### src/rtl/intersection_ctrl.sv
// intersection_ctrl: main/side road phase sequencer with
// yellow and all-red clearance between every handover.
module intersection_ctrl #(
  parameter int CW       = 8,
  parameter int T_MG_MIN = 20,
  parameter int T_SG     = 10,
  parameter int T_Y      = 4,
  parameter int T_AR     = 2
) (
  input  logic       clk,
  input  logic       rst_n,
  input  logic       side_req,
  input  logic       ped_req,
  output logic       main_r,
  output logic       main_y,
  output logic       main_g,
  output logic       side_r,
  output logic       side_y,
  output logic       side_g,
  output logic       walk,
  output logic [2:0] phase
);

  typedef enum logic [2:0] {
    MG  = 3'd0,
    MY  = 3'd1,
    AR1 = 3'd2,
    SG  = 3'd3,
    SY  = 3'd4,
    AR2 = 3'd5
  } state_e;

  localparam logic [CW-1:0] MG_LAST = CW'(T_MG_MIN - 1);
  localparam logic [CW-1:0] SG_LAST = CW'(T_SG - 1);
  localparam logic [CW-1:0] Y_LAST  = CW'(T_Y - 1);
  localparam logic [CW-1:0] AR_LAST = CW'(T_AR - 1);

  state_e        state_q, state_d;
  logic [CW-1:0] timer_q, timer_d;
  logic          ped_pend_q, ped_pend_d;
  logic          walk_en_q, walk_en_d;
  logic          mg_exit;
  logic          sy_entry;

  // Next state, phase timer and pedestrian bookkeeping
  always_comb begin
    state_d = state_q;
    mg_exit = 1'b0;
    case (state_q)
      MG: begin
        if (timer_q == MG_LAST && (side_req || ped_pend_q)) begin
          state_d = MY;
          mg_exit = 1'b1;
        end
      end
      MY:  if (timer_q == Y_LAST)  state_d = AR1;
      AR1: if (timer_q == AR_LAST) state_d = SG;
      SG:  if (timer_q == SG_LAST) state_d = SY;
      SY:  if (timer_q == Y_LAST)  state_d = AR2;
      AR2: if (timer_q == AR_LAST) state_d = MG;
      default: state_d = AR2;
    endcase

    if (state_d != state_q) begin
      timer_d = '0;
    end else if (state_q != MG || timer_q != MG_LAST) begin
      timer_d = timer_q + CW'(1);
    end else begin
      timer_d = timer_q;
    end

    // a fresh button press beats the clear at the grant edge
    ped_pend_d = ped_req | (ped_pend_q & ~mg_exit);

    sy_entry = (state_d == SY) && (state_q != SY);
    if (mg_exit) begin
      walk_en_d = ped_pend_q;
    end else if (sy_entry) begin
      walk_en_d = 1'b0;
    end else begin
      walk_en_d = walk_en_q;
    end
  end

  // State registers with lamps decoded from the next state
  always_ff @(posedge clk or negedge rst_n) begin
    if (!rst_n) begin
      state_q    <= AR2;
      timer_q    <= '0;
      ped_pend_q <= 1'b0;
      walk_en_q  <= 1'b0;
      main_r     <= 1'b1;
      main_y     <= 1'b0;
      main_g     <= 1'b0;
      side_r     <= 1'b1;
      side_y     <= 1'b0;
      side_g     <= 1'b0;
      walk       <= 1'b0;
      phase      <= 3'd5;
    end else begin
      state_q    <= state_d;
      timer_q    <= timer_d;
      ped_pend_q <= ped_pend_d;
      walk_en_q  <= walk_en_d;
      main_g     <= (state_d == MG);
      main_y     <= (state_d == MY);
      main_r     <= (state_d != MG) && (state_d != MY);
      side_g     <= (state_d == SG);
      side_y     <= (state_d == SY);
      side_r     <= (state_d != SG) && (state_d != SY);
      walk       <= (state_d == SG) && walk_en_d;
      phase      <= state_d;
    end
  end

endmodule
### config.mk
export PLATFORM = sky130hd
export DESIGN_NAME = intersection_ctrl
export DESIGN_NICKNAME = d
export VERILOG_FILES = /design/src/rtl/intersection_ctrl.sv
export SDC_FILE = /design/constraint.sdc
export NUM_CORES = 1
export LEC_CHECK = 0
export BUFFER_PORTS_ARGS = -buffer_cell sky130_fd_sc_hd__buf_2
export CORE_ASPECT_RATIO = 0.75
export CORE_MARGIN = 8
export CORE_UTILIZATION = 30
export CTS_CLUSTER_DIAMETER = 40
export DETAILED_ROUTE_END_ITERATION = 6
export PLACE_DENSITY = 0.45
export SYNTH_ARGS = -nofsm -noshare
export SYNTH_HDL_FRONTEND = slang
export SYNTH_SLANG_ARGS = --single-unit
### constraint.sdc
create_clock -name clk -period 3.1 [get_ports clk]
set_input_delay 0.62 -clock clk [delete_from_list [all_inputs] [get_ports clk]]
set_output_delay 0.62 -clock clk [all_outputs]
set_load 0.01 [all_outputs]
==> results of run 1 <==
[cell families (layout without fill, tap and decap cells)]
kind of cell / count (synthesis) / after routing / share of synthesized area, %
flip-flops: 20 / 20 / 46.28
AND/OR/NAND/NOR: 45 / 45 / 23.60
AO/OA/AOI/OAI: 19 / 19 / 14.43
buffers and inverters: 11 / 25 / 4.352
multiplexers: 4 / 4 / 4.238
XOR/XNOR: 6 / 6 / 4.811
adder cells (fa/ha/maj): 2 / 2 / 2.291
[placed cells by master (no fill, tap or decap), types with 2 or more instances in the layout]
cell	n
clkbuf_8	3
nor2_1	10
nand2b_1	3
dfstp_2	4
o21ai_0	2
nor3_2	2
a21oi_1	4
ha_1	2
buf_2	13
and3_1	2
buf_4	2
nor3_1	3
nand3_1	8
xor2_1	6
mux2i_1	2
a211oi_1	2
inv_1	5
nand2_1	5
o31ai_1	2
dfrtp_1	16
or4_1	2
[per-stage QoR]
stage	total power [W]	cells	area, sq um
after floorplan	0.0002662	107	1092
after global placement	0.0002732	159	1205
after detailed placement	0.0002735	159	1205
after CTS	0.0005379	163	1276
after global routing	0.0005489	163	1276
final	0.0005297	163	1276
[critical path, cell delays in order (launching register included)]
cell and delay, ps:
dfrtp_1 440, or4_1 680, or4_2 650, a21oi_1 300, nor3_2 140, clkinv_4 90
mux2_4 290
[sequential cells by signal, summed over array words and instances (netlist names)]
name        cells
timer_q         8
state_q         3
main_g          1
main_r          1
main_y          1
ped_pend_q      1
side_g          1
side_r          1
side_y          1
walk            1
walk_en_q       1
[per-layer routing]
metal | vias to the layer above | GRT usage (%)
met3 | 4 | 3.717
met5 | - | 0
met4 | 0 | 3.261
met2 | 24 | 13.21
li1 | 418 | -
met1 | 426 | 13.29
[layout make-up]
cell class / instances / share of cell area [%]
inverters: 6 / 2.157
clock buffers: 3 / 3.235
flip-flops and latches: 20 / 39.61
clock inverters: 1 / 2.353
well taps: 42 / 4.118
repair buffers: 15 / 6.275
multi-input cells: 76 / 42.26
[power by group]
part / switching [W] / internal (W)
Sequential: 0 / 0.000261
Clock: 0.0000894 / 0.000172
Combinational: 0.00000541 / 0.00000155
Total: 0.0000948 / 0.000435
[worst max-delay path by stage]
stage                            from                endpoint  slack (ps)  cells past startpoint
3_5_place_dp   timer_q[5]$_DFFE_PN0P_  timer_q[0]$_DFFE_PN0P_         430                      6
5_1_grt        timer_q[5]$_DFFE_PN0P_  timer_q[0]$_DFFE_PN0P_         300                      6
2_1_floorplan  timer_q[5]$_DFFE_PN0P_  timer_q[0]$_DFFE_PN0P_         600                      7
3_3_place_gp   timer_q[5]$_DFFE_PN0P_  timer_q[0]$_DFFE_PN0P_         510                      6
4_1_cts        timer_q[5]$_DFFE_PN0P_  timer_q[0]$_DFFE_PN0P_         420                      6
6_report       timer_q[5]$_DFFE_PN0P_  timer_q[0]$_DFFE_PN0P_         410                      6
==> impl_metrics.toml, run 1 <==
[synthesis]
synth_edf_count = 0
ys.flop_type = "dfrtp_1"
synth_nets = 113
yosys_warnings = 0
yosysTopAreaCellShare_pct = 36.66
yosys.area.top_type = "dfrtp_1"
synthCells = 107
yosys-top-cells-area = "dfrtp_1 37%, dfstp_2 9.6%, xor2_1 4.8%"
netlist_area_sq_um = 1092
synthArstFlopShare_pct = 100.0
synth-seq-cells = 20
yosysSeqAreaShare_pct = 46.28
ys_types = 42
synthMostInstantiatedCell = "dfrtp_1"
syn_avg_cell_area_sq_um = 10.21
synth_common_cells = "16 x dfrtp_1, 10 x nor2_1, 8 x nand3_1"

[place]
dp_slack_ps = 432.0
gp_congestion = 0.7985
numPortBuffers = 13
dpl.hpwl_mm = 1.939

[route]
via_per_inst = 5.350
ant_nets = 0
vias = 872
route.met2.wl_mm = 1.055
wl_per_cell_um = 15.94
routed_wl_mm = 2.598
wl_met3_um = 140
m1WireLength_mm = 1.365
top_layer_used = "met4"
dr.pass1.iters = 4
drt_iter0_drc = 57
drc = 0

[sta]
grt_setup_unrepaired = "no"
slew_headroom_pct = 57.97
fin_skew_ps = 5.631
final-hold-violation-count = 0
clock.fmax_ghz = 0.3716
finalCritPeriodShare_pct = 86.81
tns_ps = 0
period_needed_ps = 2691
whs_ps = 294.4
setup_viol = 0
setup_ws_ps = 409.0
slew_viol_final = 0
worstMarginPinSlew_ps = 624.7

[power_and_ir_drop]
peakVddDrop_mv = 0.2337
powerDensity_nw_per_um2 = 415.1
p_leak_nw = 0.5717

[cells_and_area]
ff_latch_area_sq_um = 505.5
antenna_cells = 0
nets = 128
nFillCells = 373
fin_util_pct = 35.79
area_growth_pct = 16.84
drive_gt1_share_pct = 27.27
multi_input_area_sq_um = 539.3

[floorplan]
die_w_um = 85.68
core_sq_um = 3566
dieArea_sq_um = 5848
initial_utilization_pct = 30.63
ios = 14
die_height_um = 68.26
num_rows = 19

[worst_setup_path]
rr_worst_depth = 6
timing.rr.start = "timer_q[5]$_DFFE_PN0P_"
arrival_ps = 2840
required_ps = 3250
criticalPathCategory = "register to register"
cp_max_fo = 7
reg2reg_to = "timer_q[0]$_DFFE_PN0P_"
end_kind = "register"
start_kind = "register"
reg2reg_slack_ps = 410

[global_route]
grt_pass1_wl_mm = 4.284
antenna_found_initial = 0
grt_max_degree = 21
grt_pass1_vias = 821
grtUsageTotal_pct = 9.608
overflow = 0

[clock_network]
h-tree-depth = 1
cts_tree = "yes"
clock_path_buffers = 2
clk_latency_ps = 260
post_cts_resized = 0
numCtsBuffers = 3
numClockSinks = 20
hold_buffers = 0
clkTransAtPathRegs_ps = 80
cts_setup_buffers = 0
cts_root_buf = "clkbuf_8"

[min_path]
worstHoldPathType = "input pin to async pin"

[flow_run]
maxCapViolCount = 0

[outcome]
outcome = "complete, no violations"
No activity file was read; power rests on OpenSTA's default activity.
==> run 2: changes to the inputs <==
Settings changed: BUFFER_PORTS_ARGS -buffer_cell sky130_fd_sc_hd__buf_2 to not set, DONT_BUFFER_PORTS set to 1, PLACE_DENSITY 0.45 to 0.42.
==> run 2 against run 1 <==
Global-route usage is 0.45 points higher; cell area decreased by 5.8%; utilization is 2.1 points lower; critical path depth stayed put; non-clock buffer count is 12 lower; sequential cell count unchanged; worst setup slack lost 2.8 ps; power shrank 12%; critical path type unchanged; largest power group is now registers.
==> impl_metrics.toml, run 2 (synthesis results as in run 1) <==
[worst_setup_path]
path_cells = "or4_1, or4_2, a21oi_1, nor3_2, clkinv_4, mux2_4"
end_kind = "register"
cp_slowest_cell = "or4_1"
timing.rr.start = "timer_q[5]$_DFFE_PN0P_"
criticalPathCategory = "register to register"
start_kind = "register"
critPathMaxStageDelay_ps = 680
arrival_ps = 2850
required_ps = 3260
cp_max_fo = 7
reg2reg_slack_ps = 410
reg2reg_to = "timer_q[0]$_DFFE_PN0P_"
rr_worst_depth = 6

[sta]
final-hold-violation-count = 0
finalCritPeriodShare_pct = 86.90
setup_viol = 0
grt_setup_unrepaired = "no"
slew_viol_final = 0
fin_skew_ps = 6.986
period_needed_ps = 2694
worstMarginPinSlew_ps = 476.8
slew_headroom_pct = 68.21
tns_ps = 0
clock.fmax_ghz = 0.3712

[min_path]
worstHoldPathType = "input pin to async pin"

[route]
via_per_inst = 5.358
vias = 809
ant_nets = 0
wl_per_cell_um = 17.60
routed_wl_mm = 2.657
drt_iter0_drc = 100
dr.pass1.iters = 4
drc = 0

[cells_and_area]
top_regs = "timer_q: 8 flops, state_q: 3 flops"
nFillCells = 383
largest_register = "timer_q"
antenna_cells = 0
multi_input_area_sq_um = 539.3
nets = 116
area_growth_pct = 10.08
largest_register_ffs = 8
final_common_cell = "dfrtp_1"
ff_latch_area_sq_um = 505.5
drive_gt1_share_pct = 19.27
final_cell_mix = "16 x dfrtp_1, 10 x nor2_1, 8 x nand3_1"
fin_util_pct = 33.72

[clock_network]
post_cts_resized = 0
clock_path_buffers = 2
h-tree-depth = 1
cts_tree = "yes"
cts_setup_buffers = 0
clk_latency_ps = 260
cts_root_buf = "clkbuf_8"
hold_buffers = 0
numCtsBuffers = 3
numClockSinks = 20
clkTransAtPathRegs_ps = 80

[global_route]
antenna_found_initial = 0
grt_pass1_wl_mm = 4.464
overflow = 0
grtUsageTotal_pct = 10.06
grt_pass1_vias = 825
grt_max_degree = 21

[place]
gp_congestion = 0.8704
dpl.hpwl_mm = 1.964
numPortBuffers = 0

[power_and_ir_drop]
powerDensity_nw_per_um2 = 387.1
p_leak_nw = 0.5124
peakVddDrop_mv = 0.2126

[floorplan]
ios = 14
initial_utilization_pct = 30.63
dieArea_sq_um = 5848
die_height_um = 68.26
core_sq_um = 3566
die_w_um = 85.68
num_rows = 19

[outcome]
outcome = "complete, no violations"

[flow_run]
maxCapViolCount = 0
[run 2: cell count changes in the layout (fill, tap and decap cells not counted)]
cell and change:
clkbuf_8 +1, bufinv_16 -1, buf_4 +1, buf_2 -13
[run 2: layout make-up]
type	count	share of cell area, %
Clock buffer	4	4.579
Inverter	6	2.289
Multi-Input combinational cell	76	44.85
Sequential cell	20	42.04
Tap cell	42	4.370
Timing Repair Buffer	3	1.873
[run 2: worst max-delay path: cells and delay by family (launching register included)]
family	cells	cell delay [ps]
simple gates	3	1470
compound gates	1	300
mux	1	290
buf+inv	1	90
flops	1	440
[run 2: how the worst max path moves through the flow]
| stage | cells past startpoint | slack (ps) | start | to |
|---|---|---|---|---|
| floorplan | 7 | 600 | timer_q[5]$_DFFE_PN0P_ | timer_q[0]$_DFFE_PN0P_ |
| global placement | 6 | 500 | timer_q[5]$_DFFE_PN0P_ | timer_q[0]$_DFFE_PN0P_ |
| detailed placement | 6 | 450 | timer_q[5]$_DFFE_PN0P_ | timer_q[0]$_DFFE_PN0P_ |
| CTS | 6 | 420 | timer_q[5]$_DFFE_PN0P_ | timer_q[0]$_DFFE_PN0P_ |
| global route | 6 | 340 | timer_q[5]$_DFFE_PN0P_ | timer_q[0]$_DFFE_PN0P_ |
| finish | 6 | 410 | timer_q[5]$_DFFE_PN0P_ | timer_q[0]$_DFFE_PN0P_ |
[run 2: metrics by stage]
stage / cells / total power (W) / cell area, sq um / setup WS (ps) / hold WS, ps
floorplan: 107 / 0.0002662 / 1092 / 598.1 / 324.4
global placement: 147 / 0.0002662 / 1147 / 500.2 / 325.0
detailed placement: 147 / 0.0002662 / 1147 / 452.4 / 325.1
CTS: 151 / 0.0004736 / 1202 / 424.4 / 33.95
global route: 151 / 0.0004832 / 1202 / 338.4 / 23.69
finish: 151 / 0.0004655 / 1202 / 406.2 / 43.20
[run 2: routing by layer]
metal	routed length, um	GRT usage (%)	vias up
met1	1367	13.61	390
met3	222	4.317	2
met5	0	0	-
met4	21	1.957	0
li1	-	-	391
met2	1046	14.56	26
[run 2: report_power, final]
| part | leakage, nW | internal [W] | switching, W |
|---|---|---|---|
| clock | 0.0288 | 0.000113 | 0.0000911 |
| combinational | 0.243 | 0.000000235 | 0 |
| sequential | 0.241 | 0.000261 | 0 |
| total | 0.512 | 0.000374 | 0.0000911 |
